## config.mk

```make
export PLATFORM = sky130hd
export DESIGN_NAME = icache_axi_refill_bridge
export DESIGN_NICKNAME = d
export VERILOG_FILES = /design/src/rtl/icache_axi_refill_bridge_pkg.sv /design/src/rtl/icache_refill_slot.sv /design/src/rtl/icache_axi_refill_bridge.sv
export SDC_FILE = /design/constraint.sdc
export NUM_CORES = 1
export LEC_CHECK = 0
export BUFFER_PORTS_ARGS = -buffer_cell sky130_fd_sc_hd__clkbuf_2
export CAP_MARGIN = 20
export CORE_ASPECT_RATIO = 2
export CORE_MARGIN = 10
export CORE_UTILIZATION = 42
export CTS_CLUSTER_DIAMETER = 120
export DETAILED_ROUTE_END_ITERATION = 10
export PLACE_DENSITY = 0.67
export REMOVE_ABC_BUFFERS = 1
export SYNTH_ARGS = -nofsm -noshare
export SYNTH_HDL_FRONTEND = slang
export SYNTH_SLANG_ARGS = --single-unit
```

## constraint.sdc

```tcl
create_clock -name clk_i -period 1.8 [get_ports clk_i]
set_clock_uncertainty 0.2 [all_clocks]
set_input_delay 0.36 -clock clk_i [delete_from_list [all_inputs] [get_ports clk_i]]
set_output_delay 0.36 -clock clk_i [all_outputs]
set_load 0.02 [all_outputs]
```

## src/rtl/icache_axi_refill_bridge_pkg.sv

```systemverilog
// Shared types and constants for the I-cache AXI refill bridge.
//   slot_state_e  : refill slot state (FREE / WAIT)
//   slot_flags_t  : per-slot request attributes tracked while waiting
//   AXI_BURST_*   : AR burst encodings
//   idx_width()   : width of an index into n items (at least 1 bit)
package icache_axi_refill_bridge_pkg;

  typedef enum logic {
    SLOT_FREE = 1'b0,
    SLOT_WAIT = 1'b1
  } slot_state_e;

  typedef struct packed {
    logic nc;
    logic kill;
    logic err;
  } slot_flags_t;

  localparam logic [1:0] AXI_BURST_INCR = 2'b01;
  localparam logic [1:0] AXI_BURST_WRAP = 2'b10;

  // RRESP[1] distinguishes SLVERR/DECERR from OKAY/EXOKAY.
  localparam int unsigned AXI_RESP_ERR_BIT = 1;

  function automatic int unsigned idx_width(input int unsigned n);
    return (n > 1) ? $clog2(n) : 1;
  endfunction

endpackage

```

## src/rtl/icache_refill_slot.sv

```systemverilog
// One refill slot: tracks a single outstanding AXI read burst and assembles
// its beats into a cache line.
// Ports:
//   clk_i, rst_ni           clock, async active-low reset
//   flush_i                 kill the refill if currently waiting
//   alloc_i                 slot is allocated to a new request this cycle
//   tid_i, nc_i, start_i    request attributes; start_i = first word of burst
//   beat_i                  an R beat for this slot's ID is accepted
//   beat_data_i/err_i/last_i  beat payload, RRESP[1], RLAST
//   free_o                  slot is FREE (registered)
//   done_o                  one-cycle completion pulse (not raised if killed)
//   tid_o, nc_o, err_o      attributes of the completed refill
//   line_o                  assembled line, word-ordered
//
// state     | meaning
// ----------+-------------------------------------------------
// SLOT_FREE | idle, may be allocated
// SLOT_WAIT | AR issued or pending, collecting R beats until RLAST
module icache_refill_slot
  import icache_axi_refill_bridge_pkg::*;
#(
  parameter int unsigned AxiDataWidth = 64,
  parameter int unsigned LineWidth    = 128,
  parameter int unsigned TidWidth     = 2,
  localparam int unsigned Words       = LineWidth / AxiDataWidth,
  localparam int unsigned IdxW        = idx_width(Words)
) (
  input  logic                    clk_i,
  input  logic                    rst_ni,
  input  logic                    flush_i,
  input  logic                    alloc_i,
  input  logic [TidWidth-1:0]     tid_i,
  input  logic                    nc_i,
  input  logic [IdxW-1:0]         start_i,
  input  logic                    beat_i,
  input  logic [AxiDataWidth-1:0] beat_data_i,
  input  logic                    beat_err_i,
  input  logic                    beat_last_i,
  output logic                    free_o,
  output logic                    done_o,
  output logic [TidWidth-1:0]     tid_o,
  output logic                    nc_o,
  output logic                    err_o,
  output logic [LineWidth-1:0]    line_o
);

  localparam int unsigned CntW = $clog2(Words + 1);

  slot_state_e           state_q, state_d;
  logic                  done_d, done_q;
  logic [TidWidth-1:0]   tid_q;
  slot_flags_t           flags_q;
  logic [CntW-1:0]       cnt_q;
  logic [IdxW-1:0]       start_q;
  logic [IdxW-1:0]       widx;
  logic [CntW:0]         wsum;
  logic [LineWidth-1:0]  line_q;
  logic                  beat_live;
  logic                  room;

  assign beat_live = beat_i & (state_q == SLOT_WAIT);
  // Once a full line has arrived, further beats are a protocol error and
  // leave the buffer untouched.
  assign room      = (cnt_q < CntW'(Words));
  // Word index = (start + count) mod Words; both terms are < Words so one
  // conditional subtract suffices.
  assign wsum      = (CntW+1)'(start_q) + (CntW+1)'(cnt_q);
  assign widx      = (wsum >= (CntW+1)'(Words)) ? IdxW'(wsum - (CntW+1)'(Words))
                                                : IdxW'(wsum);

  always_ff @(posedge clk_i or negedge rst_ni) begin
    if (!rst_ni) state_q <= SLOT_FREE;
    else         state_q <= state_d;
  end

  always_comb begin
    state_d = state_q;
    done_d  = 1'b0;
    case (state_q)
      SLOT_FREE: if (alloc_i) state_d = SLOT_WAIT;
      SLOT_WAIT: begin
        if (beat_live && beat_last_i) begin
          state_d = SLOT_FREE;
          done_d  = !flags_q.kill && !flush_i;
        end
      end
      default: state_d = SLOT_FREE;
    endcase
  end

  always_ff @(posedge clk_i or negedge rst_ni) begin
    if (!rst_ni) begin
      done_q  <= 1'b0;
      tid_q   <= '0;
      flags_q <= '0;
      cnt_q   <= '0;
      start_q <= '0;
      line_q  <= '0;
    end else begin
      done_q <= done_d;
      if (alloc_i && state_q == SLOT_FREE) begin
        tid_q   <= tid_i;
        flags_q <= '{nc: nc_i, kill: 1'b0, err: 1'b0};
        cnt_q   <= '0;
        start_q <= start_i;
        line_q  <= '0;
      end else if (state_q == SLOT_WAIT) begin
        if (flush_i) flags_q.kill <= 1'b1;
        if (beat_live) begin
          flags_q.err <= flags_q.err | beat_err_i;
          if (room) begin
            line_q[widx*AxiDataWidth +: AxiDataWidth] <= beat_data_i;
            cnt_q <= cnt_q + 1'b1;
          end
        end
      end
    end
  end

  assign free_o = (state_q == SLOT_FREE);
  assign done_o = done_q;
  assign tid_o  = tid_q;
  assign nc_o   = flags_q.nc;
  assign err_o  = flags_q.err;
  assign line_o = line_q;

endmodule

```

## src/rtl/icache_axi_refill_bridge.sv

```systemverilog
// I-cache refill bridge: L1I miss requests -> AXI4 AR/R, up to MaxOutstanding
// refills in flight, one slot per AXI ID, out-of-order line assembly.
// Optional build macro: ICACHE_REFILL_CRIT_WORD_EN (critical-word-first WRAP
// bursts for cacheable refills; line is still returned whole).
// Ports:
//   clk_i, rst_ni                     clock, async active-low reset
//   flush_i                           kill all in-flight refills
//   req_valid_i/ready_o, req_paddr_i, req_nc_i, req_tid_i   miss request
//   rtrn_valid_o, rtrn_data_o, rtrn_tid_o, rtrn_nc_o, rtrn_err_o  line return
//   ar_*                              AXI read address channel
//   r_*                               AXI read data channel
//   busy_o                            any refill pending or AR not yet taken
module icache_axi_refill_bridge
  import icache_axi_refill_bridge_pkg::*;
#(
  parameter int unsigned PaddrWidth     = 56,
  parameter int unsigned AxiAddrWidth   = 64,
  parameter int unsigned AxiDataWidth   = 64,
  parameter int unsigned AxiIdWidth     = 4,
  parameter int unsigned LineWidth      = 128,
  parameter int unsigned TidWidth       = 2,
  parameter int unsigned MaxOutstanding = 2
) (
  input  logic                    clk_i,
  input  logic                    rst_ni,
  input  logic                    flush_i,
  input  logic                    req_valid_i,
  output logic                    req_ready_o,
  input  logic [PaddrWidth-1:0]   req_paddr_i,
  input  logic                    req_nc_i,
  input  logic [TidWidth-1:0]     req_tid_i,
  output logic                    rtrn_valid_o,
  output logic [LineWidth-1:0]    rtrn_data_o,
  output logic [TidWidth-1:0]     rtrn_tid_o,
  output logic                    rtrn_nc_o,
  output logic                    rtrn_err_o,
  output logic                    ar_valid_o,
  input  logic                    ar_ready_i,
  output logic [AxiAddrWidth-1:0] ar_addr_o,
  output logic [7:0]              ar_len_o,
  output logic [2:0]              ar_size_o,
  output logic [1:0]              ar_burst_o,
  output logic [AxiIdWidth-1:0]   ar_id_o,
  input  logic                    r_valid_i,
  output logic                    r_ready_o,
  input  logic [AxiDataWidth-1:0] r_data_i,
  input  logic [AxiIdWidth-1:0]   r_id_i,
  input  logic [1:0]              r_resp_i,
  input  logic                    r_last_i,
  output logic                    busy_o
);

  localparam int unsigned Words     = LineWidth / AxiDataWidth;
  localparam int unsigned IdxW      = idx_width(Words);
  localparam int unsigned WordBytes = AxiDataWidth / 8;
  localparam int unsigned LineBytes = LineWidth / 8;
  localparam int unsigned WordOffW  = $clog2(WordBytes);

  logic [MaxOutstanding-1:0] slot_free;
  logic [MaxOutstanding-1:0] slot_done;
  logic [MaxOutstanding-1:0] slot_nc;
  logic [MaxOutstanding-1:0] slot_err;
  logic [MaxOutstanding-1:0] alloc_vec;
  logic [MaxOutstanding-1:0] beat_vec;
  logic [TidWidth-1:0]       slot_tid  [MaxOutstanding];
  logic [LineWidth-1:0]      slot_line [MaxOutstanding];

  logic                    any_free;
  logic [AxiIdWidth-1:0]   alloc_idx;
  logic                    accept;
  logic                    r_hs;
  logic                    r_ready_q;

  logic                    ar_valid_q;
  logic [AxiAddrWidth-1:0] ar_addr_q, ar_addr_d;
  logic [7:0]              ar_len_q, ar_len_d;
  logic [1:0]              ar_burst_q, ar_burst_d;
  logic [AxiIdWidth-1:0]   ar_id_q;
  logic [IdxW-1:0]         start_d;
  logic                    unused_resp;

  assign unused_resp = r_resp_i[0];

  // Lowest-index free slot wins. The free vector is registered, so a slot
  // freed by RLAST this cycle is only visible next cycle.
  always_comb begin
    any_free  = 1'b0;
    alloc_idx = '0;
    for (int s = 0; s < int'(MaxOutstanding); s++) begin
      if (slot_free[s] && !any_free) begin
        any_free  = 1'b1;
        alloc_idx = AxiIdWidth'(s);
      end
    end
  end

  assign req_ready_o = any_free & (~ar_valid_q | ar_ready_i);
  assign accept      = req_valid_i & req_ready_o;

  always_comb begin
    ar_addr_d  = AxiAddrWidth'(req_paddr_i & ~PaddrWidth'(LineBytes - 1));
    ar_len_d   = 8'(Words - 1);
    ar_burst_d = AXI_BURST_INCR;
    start_d    = '0;
    if (req_nc_i) begin
      ar_addr_d = AxiAddrWidth'(req_paddr_i & ~PaddrWidth'(WordBytes - 1));
      ar_len_d  = 8'd0;
    end
`ifdef ICACHE_REFILL_CRIT_WORD_EN
    else if (Words > 1) begin
      ar_addr_d  = AxiAddrWidth'(req_paddr_i & ~PaddrWidth'(WordBytes - 1));
      ar_burst_d = AXI_BURST_WRAP;
      start_d    = IdxW'((req_paddr_i >> WordOffW) & PaddrWidth'(Words - 1));
    end
`endif
  end

  // AR payload holds until the handshake; a new accept may reload it in the
  // same cycle the previous address is taken.
  always_ff @(posedge clk_i or negedge rst_ni) begin
    if (!rst_ni) begin
      ar_valid_q <= 1'b0;
      ar_addr_q  <= '0;
      ar_len_q   <= '0;
      ar_burst_q <= '0;
      ar_id_q    <= '0;
      r_ready_q  <= 1'b0;
    end else begin
      r_ready_q <= 1'b1;
      if (accept) begin
        ar_valid_q <= 1'b1;
        ar_addr_q  <= ar_addr_d;
        ar_len_q   <= ar_len_d;
        ar_burst_q <= ar_burst_d;
        ar_id_q    <= alloc_idx;
      end else if (ar_ready_i) begin
        ar_valid_q <= 1'b0;
      end
    end
  end

  assign ar_valid_o = ar_valid_q;
  assign ar_addr_o  = ar_addr_q;
  assign ar_len_o   = ar_len_q;
  assign ar_size_o  = 3'(WordOffW);
  assign ar_burst_o = ar_burst_q;
  assign ar_id_o    = ar_id_q;
  assign r_ready_o  = r_ready_q;
  assign r_hs       = r_valid_i & r_ready_q;

  for (genvar s = 0; s < int'(MaxOutstanding); s++) begin : g_slot
    assign alloc_vec[s] = accept && (alloc_idx == AxiIdWidth'(s));
    assign beat_vec[s]  = r_hs && (r_id_i == AxiIdWidth'(s));

    icache_refill_slot #(
      .AxiDataWidth (AxiDataWidth),
      .LineWidth    (LineWidth),
      .TidWidth     (TidWidth)
    ) i_slot (
      .clk_i       (clk_i),
      .rst_ni      (rst_ni),
      .flush_i     (flush_i),
      .alloc_i     (alloc_vec[s]),
      .tid_i       (req_tid_i),
      .nc_i        (req_nc_i),
      .start_i     (start_d),
      .beat_i      (beat_vec[s]),
      .beat_data_i (r_data_i),
      .beat_err_i  (r_resp_i[AXI_RESP_ERR_BIT]),
      .beat_last_i (r_last_i),
      .free_o      (slot_free[s]),
      .done_o      (slot_done[s]),
      .tid_o       (slot_tid[s]),
      .nc_o        (slot_nc[s]),
      .err_o       (slot_err[s]),
      .line_o      (slot_line[s])
    );
  end

  // Only one R beat per cycle, so at most one slot completes per cycle and
  // a plain AND-OR mux is enough.
  always_comb begin
    rtrn_valid_o = 1'b0;
    rtrn_data_o  = '0;
    rtrn_tid_o   = '0;
    rtrn_nc_o    = 1'b0;
    rtrn_err_o   = 1'b0;
    for (int s = 0; s < int'(MaxOutstanding); s++) begin
      if (slot_done[s]) begin
        rtrn_valid_o = 1'b1;
        rtrn_data_o  = rtrn_data_o | slot_line[s];
        rtrn_tid_o   = rtrn_tid_o | slot_tid[s];
        rtrn_nc_o    = rtrn_nc_o | slot_nc[s];
        rtrn_err_o   = rtrn_err_o | slot_err[s];
      end
    end
  end

  assign busy_o = ~(&slot_free) | ar_valid_q;

`ifndef SYNTHESIS
  logic beat_ok;
  assign beat_ok = |(beat_vec & ~slot_free);

  a_beat_to_live_slot: assert property (
    @(posedge clk_i) disable iff (!rst_ni) r_hs |-> beat_ok
  );
`endif

endmodule

```

==> results.py, run 1 <==
metrics = {
    "outcome": {
        "status": "finished with violations",
        "violations": "setup timing",
    },
    "grt": {
        "grt_pass1_wl_mm": 97.6,
        "grt_use_total_pct": 25.3,
        "grt_max_degree": 77,
        "grt_pass1_vias": 16500,
        "antenna_found_initial": 2,
        "overflow": 0,
    },
    "placement": {
        "placed_cells": 2230,
        "gp_congestion": 0.837,
        "placed_area_um2": 19500,
        "portBuffers": 324,
        "dp_hpwl_mm": 40.0,
    },
    "run": {
        "drv_cap": 0,
    },
    "routing": {
        "wire_per_inst_um": 28.9,
        "drc": 0,
        "drtIter0Drc": 1296,
        "first_pass_iters": 5,
        "viasPerCell": 6.46,
        "vias": 15900,
        "wl_mm": 70.9,
        "ant_nets": 0,
    },
    "timing": {
        "layout_setup_ws_ns": -0.669,
        "fmax_ghz": 0.405,
        "grt_setup_unrepaired": "true",
        "holdWs_ns": 0.0414,
        "slew_violations": 0,
        "fin_crit_ns": 2.47,
        "hold_violations": 0,
        "setup_viol": 440,
        "fin_crit_sh_pct": 137,
    },
    "yosys": {
        "ys_seq_elements": 332,
        "synthesis.area_um2": 16500,
        "syn_avg_cell_area_um2": 11.4,
        "netlist_instances": 1445,
        "ys_types": 47,
        "synth_edf_count": 0,
        "ys.flop_type": "dfrtp_1",
        "synthArstFlopShare_pct": 100,
        "yosysSeqAreaShare_pct": 50.5,
        "yosys_warnings": 0,
    },
    "power_and_ir_drop": {
        "p_leak_nw": 10.8,
        "ir_worst_vdd_mv": 0.988,
        "seqPwrFrac_pct": 42.4,
        "switching_power_mw": 8.15,
        "clkPwrFrac_pct": 28.7,
        "p_per_area_nw_per_um2": 1000,
        "switching_share_pct": 34.2,
        "comb_power_share_pct": 28.8,
        "intPower_mw": 15.7,
    },
    "finish": {
        "syn_to_final_growth_pct": 44.8,
        "drive_gt1_share_pct": 42.8,
        "nFillCells": 2956,
        "postLayoutCellArea_um2": 23800,
        "fin_util_pct": 61.6,
        "stdcell_count": 2457,
        "final_cell_mix": "dfrtp_1, clkbuf_2, a31o_1",
        "layout_commonest_cell": "dfrtp_1",
        "nNetsFinal": 2051,
    },
    "critical_path": {
        "path_class": "flop to output pin",
        "reg2reg_depth": 4,
        "max_stage_delay_ns": 0.51,
        "critPathCaptureType": "output pin",
        "arrival_ns": 1.91,
        "critPathTopFamily": "buffers and inverters",
        "critical_path_buf_inv_count": 3,
        "cp-start-kind": "flop",
        "worstPathMaxFanout": 8,
        "cpMostUsedCell": "buf_4",
        "cp_cell_sequence": "buf_12 > buf_4 > a22o_1 > buf_4",
        "critPathSlowestCell": "dfrtp_4",
        "path_depth": 4,
        "required_ns": 1.24,
    },
    "floorplanning": {
        "pin_count": 354,
        "rows": 102,
        "die_h_um": 300,
        "die_area_um2": 48000,
        "core_um2": 38700,
        "start_util_pct": 42.5,
        "die_w_um": 160,
    },
    "hold_path": {
        "hold_class": "input port to async pin",
    },
    "clocking": {
        "clockBufferDepth": 3,
        "cts.htree.levels": 1,
        "cts.sinks": 332,
        "root_buffer": "clkbuf_16",
        "clk_pin_slew_ns": 0.07,
        "cts_tree": "done",
        "clk_latency_ns": 0.59,
        "numCtsBuffers": 31,
    },
}
## power by group through the flow
stage	Combinational [mW]	Clock, mW	Sequential, mW
2_1_floorplan	2.47	0	10.9
3_3_place_gp	6.12	0	10.0
3_5_place_dp	6.27	0	10.1
4_1_cts	6.58	6.95	10.0
5_1_grt	7.25	7.21	10.3
6_report	6.88	6.86	10.1
## cell type report
cell class                 instances  area, um^2  area share [%]
antenna                            1        2.50          0.0105
clock inverter                    10         134           0.562
multi-input combinational        854        7500            31.5
clock buffer                      44         895            3.76
timing repair buffer             626        6040            25.4
inverter                          70         267            1.12
sequential                       332        8320            35.0
tap                              520         651            2.73
## registers in the layout, indices dropped and copies added (netlist names), 2 cells and up
register / flops
g_slot.i_slot.nc_o: 2
g_slot.i_slot.line_o: 256
g_slot.i_slot.err_o: 2
ar_addr_o: 53
g_slot.i_slot.cnt_q: 4
g_slot.i_slot.flags_q: 2
g_slot.i_slot.tid_o: 4
g_slot.i_slot.state_q: 2
g_slot.i_slot.done_o: 2
## per-layer routing
| metal | global-route usage (%) | routed length [um] | up-vias |
|---|---|---|---|
| li1 | - | - | 6569 |
| met1 | 27.3 | 23700 | 7983 |
| met2 | 43.5 | 35000 | 1045 |
| met3 | 6.49 | 6880 | 278 |
| met4 | 15.5 | 5260 | 2 |
| met5 | 0 | 17 | - |
## worst paths after layout
check | slack [ns] | endpoint | from
setup / recovery | -0.67 | rtrn_data_o[52] | g_slot[0].i_slot.done_o$_DFF_PN0_
hold / removal | 0.04 | g_slot[0].i_slot.line_o[3]$_DFFE_PN0P_ | rst_ni
setup reg to reg | -0.37 | g_slot[1].i_slot.line_o[36]$_DFFE_PN0P_ | g_slot[1].i_slot.cnt_q[1]$_DFFE_PN0P_
hold reg to reg | 0.24 | g_slot[1].i_slot.done_o$_DFF_PN0_ | g_slot[1].i_slot.flags_q[1]$_DFFE_PN0P_
max in group asynchronous | 0.65 | g_slot[0].i_slot.line_o[6]$_DFFE_PN0P_ | rst_ni
min in group clk_i | 0.05 | g_slot[0].i_slot.line_o[94]$_DFFE_PN0P_ | r_data_i[30]
## timing repair
item                       4_1_cts  5_1_grt
hold buffers                   110        0
pin swaps                        4       26
hold endpoints to repair       464        0
gates resized for setup         63      327
gates cloned                     3       36
setup endpoints to repair      388      457
setup buffers                   13       12
## kinds of logic after synthesis
logic type	synth area share, %
AOI/OAI and AO/OA	23.3
buffers and inverters	7.87
DFF	50.5
muxes	4.82
other	0.0457
and+or+nand+nor	13.4
## synth_stat cells (2+ instances only)
master     number  area, um^2
mux2i_1        14         140
nor4_2         60         751
or4b_1          2        20.0
nor4b_1         2        17.5
nor2_1          3        11.3
nor4_1        121         757
conb_1          2        7.51
nand4_1        64         400
o31ai_1        63         473
nand2b_1        2        12.5
a21oi_1        62         310
a31o_1        130        1140
o21a_1          2        15.0
inv_1          68         255
clkinv_1        2        7.51
mux2_2         58         653
dfrtp_1       332        8310
nor3_1          3        15.0
buf_1          10        37.5
clkbuf_1      130         488
nand4bb_1       2        22.5
o21ai_0         3        15.0
nand2_1         4        15.0
nand3_1         7        35.0
a32o_1          2        20.0
a31o_2         50         438
buf_4          26         195
or3_1           2        12.5
a22o_1        133        1160
buf_6           9         101
buf_2          42         210
a31oi_1         2        12.5
o31ai_2        19         238
## per-stage QoR
stage	worst slack [ns]	TNS, ns	power (mW)
floorplan	-4.69	-1208.82	13.4
global placement	-0.306	-56.24	16.1
detailed placement	-0.332	-63.96	16.4
CTS	-0.680	-108.62	23.5
global route	-0.677	-157.10	24.8
finish	-0.669	-143.05	23.9
No activity file was read; power rests on OpenSTA's default activity.
==> inputs of run 2 (changes only) <==
--- a/config.mk
+++ b/config.mk
@@ -10,6 +10,7 @@
 export CORE_ASPECT_RATIO = 2
 export CORE_MARGIN = 10
 export CORE_UTILIZATION = 42
+export CTS_BUF_LIST = sky130_fd_sc_hd__clkbuf_4 sky130_fd_sc_hd__clkbuf_8
 export CTS_CLUSTER_DIAMETER = 120
 export DETAILED_ROUTE_END_ITERATION = 10
 export PLACE_DENSITY = 0.67
==> run 2 against run 1 <==
  * The run still ends with setup timing left
  * Worst hold slack worse by 0.041 ns
  * Global-route usage hardly changed
  * First-iteration DRC count is 7.4% higher
  * Register-to-register slack hardly changed
  * Maximum frequency is 3.4% lower
  * Clock power is 3.6% higher
  * Routed wire length is 4.1% higher
  * Cell count is 2.8% higher
  * Power is 2.4% higher
  * Flip-flop and latch count stayed put
  * Sequential share of layout area is 1.1 points lower
  * Critical path type unchanged
  * Critical endpoint is now rtrn_data_o[48]
  * Highest routed layer is now met4
==> results.py, run 2 (synthesis results as in run 1) <==
metrics = {
    "power_and_ir_drop": {
        "seqPwrFrac_pct": 41.5,
        "ir_worst_vdd_mv": 0.937,
        "clkPwrFrac_pct": 29.1,
        "switching_power_mw": 8.51,
        "intPower_mw": 15.9,
        "p_per_area_nw_per_um2": 994,
        "comb_power_share_pct": 29.4,
        "p_leak_nw": 11.2,
        "switching_share_pct": 34.8,
    },
    "routing": {
        "viasPerCell": 6.41,
        "vias": 16200,
        "wire_per_inst_um": 29.2,
        "drtIter0Drc": 1392,
        "drc": 0,
        "ant_nets": 0,
        "first_pass_iters": 8,
        "wl_mm": 73.9,
    },
    "floorplanning": {
        "start_util_pct": 42.5,
        "die_h_um": 300,
        "pin_count": 354,
        "die_area_um2": 48000,
        "core_um2": 38700,
        "rows": 102,
        "die_w_um": 160,
    },
    "timing": {
        "setup_viol": 455,
        "fmax_ghz": 0.391,
        "grt_setup_unrepaired": "true",
        "slew_violations": 0,
        "hold_violations": 0,
        "tightestPinTransition_ns": 0.521,
        "fin_crit_sh_pct": 142,
        "relSlewSlack_pct": 65.3,
        "fin_crit_ns": 2.56,
        "layout_setup_ws_ns": -0.757,
    },
    "clocking": {
        "clockBufferDepth": 3,
        "cts_tree": "done",
        "cts.htree.levels": 2,
        "numCtsBuffers": 49,
        "clk_pin_slew_ns": 0.07,
        "clk_latency_ns": 0.63,
        "cts.sinks": 332,
        "root_buffer": "clkbuf_8",
    },
    "critical_path": {
        "path_class": "flop to output pin",
        "r2r-start": "g_slot[0].i_slot.cnt_q[1]$_DFFE_PN0P_",
        "cp-start-kind": "flop",
        "cp_cell_sequence": "buf_16 > a22o_1 > buf_2",
        "required_ns": 1.24,
        "critPathSlowestCell": "dfrtp_4",
        "worstPathMaxFanout": 30,
        "reg2reg_slack_ns": -0.37,
        "max_stage_delay_ns": 0.54,
        "reg2reg_depth": 5,
        "rr_endpoint": "g_slot[0].i_slot.line_o[50]$_DFFE_PN0P_",
        "arrival_ns": 2.00,
        "critPathCaptureType": "output pin",
    },
    "finish": {
        "drive_gt1_share_pct": 45.6,
        "layout_commonest_cell": "dfrtp_1",
        "regArea_um2": 8320,
        "largest_register_ffs": 256,
        "fin_util_pct": 63.6,
        "nNetsFinal": 2100,
        "syn_to_final_growth_pct": 49.4,
        "multi_input_area_um2": 7770,
        "stdcell_count": 2525,
        "final_cell_mix": "dfrtp_1, clkbuf_2, a31o_1",
        "nFillCells": 2889,
    },
    "outcome": {
        "violations": "setup timing",
        "status": "finished with violations",
    },
    "placement": {
        "gp_congestion": 0.837,
        "placed_cells": 2230,
        "portBuffers": 324,
        "dp_hpwl_mm": 40.0,
    },
    "run": {
        "drv_cap": 0,
    },
    "grt": {
        "antenna_found_initial": 3,
        "overflow": 0,
        "grt_use_total_pct": 25.3,
        "grt_max_degree": 77,
        "grt_pass1_vias": 16700,
        "grt_pass1_wl_mm": 97.4,
    },
    "hold_path": {
        "hold_class": "input port to async pin",
    },
}
==> run 2: through the flow <==
step                      TNS [ns]  total power [mW]  hold slack [ns]  setup slack, ns  cell area [um^2]
after global placement      -56.24              16.1           0.0491           -0.306             19500
after CTS                  -115.20              23.7         0.000139           -0.712             22200
after floorplan           -1208.82              13.4           -0.136            -4.69             15500
after global routing       -165.47              25.3           0.0204           -0.766             24600
final                      -151.12              24.4         0.000363           -0.757             24600
after detailed placement    -63.96              16.4           0.0527           -0.332             19500
==> run 2: what timing repair did <==
| action | CTS | global route |
|---|---|---|
| resized for setup | 58 | 354 |
| hold buffers | 113 | 0 |
| endpoints found under the hold margin | 518 | 0 |
| pin swaps | 1 | 56 |
| buffers inserted | 8 | 39 |
| gates cloned | 2 | 47 |
| endpoints found under the setup margin | 387 | 455 |
==> run 2: worst max-delay path, delay by kind of cell, from the launching register on <==
kind            cells  cell delay (ns)
flops               1             0.54
buf+inv             2             0.46
compound gates      1             0.34
==> run 2: worst max path at each step <==
stage                                                   from  slack [ns]                                  endpoint  depth (start not counted)
after floorplan           g_slot[0].i_slot.state_q$_DFF_PN0_       -4.69  g_slot[0].i_slot.line_o[106]$_DFFE_PN0P_                          3
after global placement                             r_id_i[3]       -0.31    g_slot[0].i_slot.line_o[3]$_DFFE_PN0P_                          5
after detailed placement                           r_id_i[3]       -0.33   g_slot[0].i_slot.line_o[51]$_DFFE_PN0P_                          5
after CTS                  g_slot[0].i_slot.done_o$_DFF_PN0_       -0.71                           rtrn_data_o[72]                          3
after global routing       g_slot[0].i_slot.done_o$_DFF_PN0_       -0.77                           rtrn_data_o[48]                          3
final                      g_slot[0].i_slot.done_o$_DFF_PN0_       -0.76                           rtrn_data_o[48]                          3
==> run 2: cell type report <==
type                       count  area share, %
sequential                   332           33.9
multi-input combinational    852           31.6
timing repair buffer         659           26.1
clock buffer                  79           4.19
tap                          520           2.65
inverter                      70           1.08
clock inverter                10          0.448
antenna                        3         0.0305
==> run 2: layer usage <==
| layer | wire, um | share of wire [%] | vias to the layer above | global-route usage [%] |
|---|---|---|---|---|
| li1 | - | - | 6662 | - |
| met1 | 24700 | 33 | 8095 | 27.4 |
| met2 | 36600 | 50 | 1129 | 44.2 |
| met3 | 7050 | 9.5 | 289 | 6.20 |
| met4 | 5580 | 7.6 | 0 | 14.0 |
| met5 | 0 | 0 | - | 0 |
==> run 2: power by group through the flow <==
| stage | registers, mW | clock network, mW | logic, mW |
|---|---|---|---|
| 6_report | 10.1 | 7.11 | 7.19 |
| 5_1_grt | 10.3 | 7.48 | 7.55 |
| 4_1_cts | 10.0 | 7.15 | 6.55 |
| 3_5_place_dp | 10.1 | 0 | 6.27 |
| 3_3_place_gp | 10.0 | 0 | 6.12 |
| 2_1_floorplan | 10.9 | 0 | 2.47 |
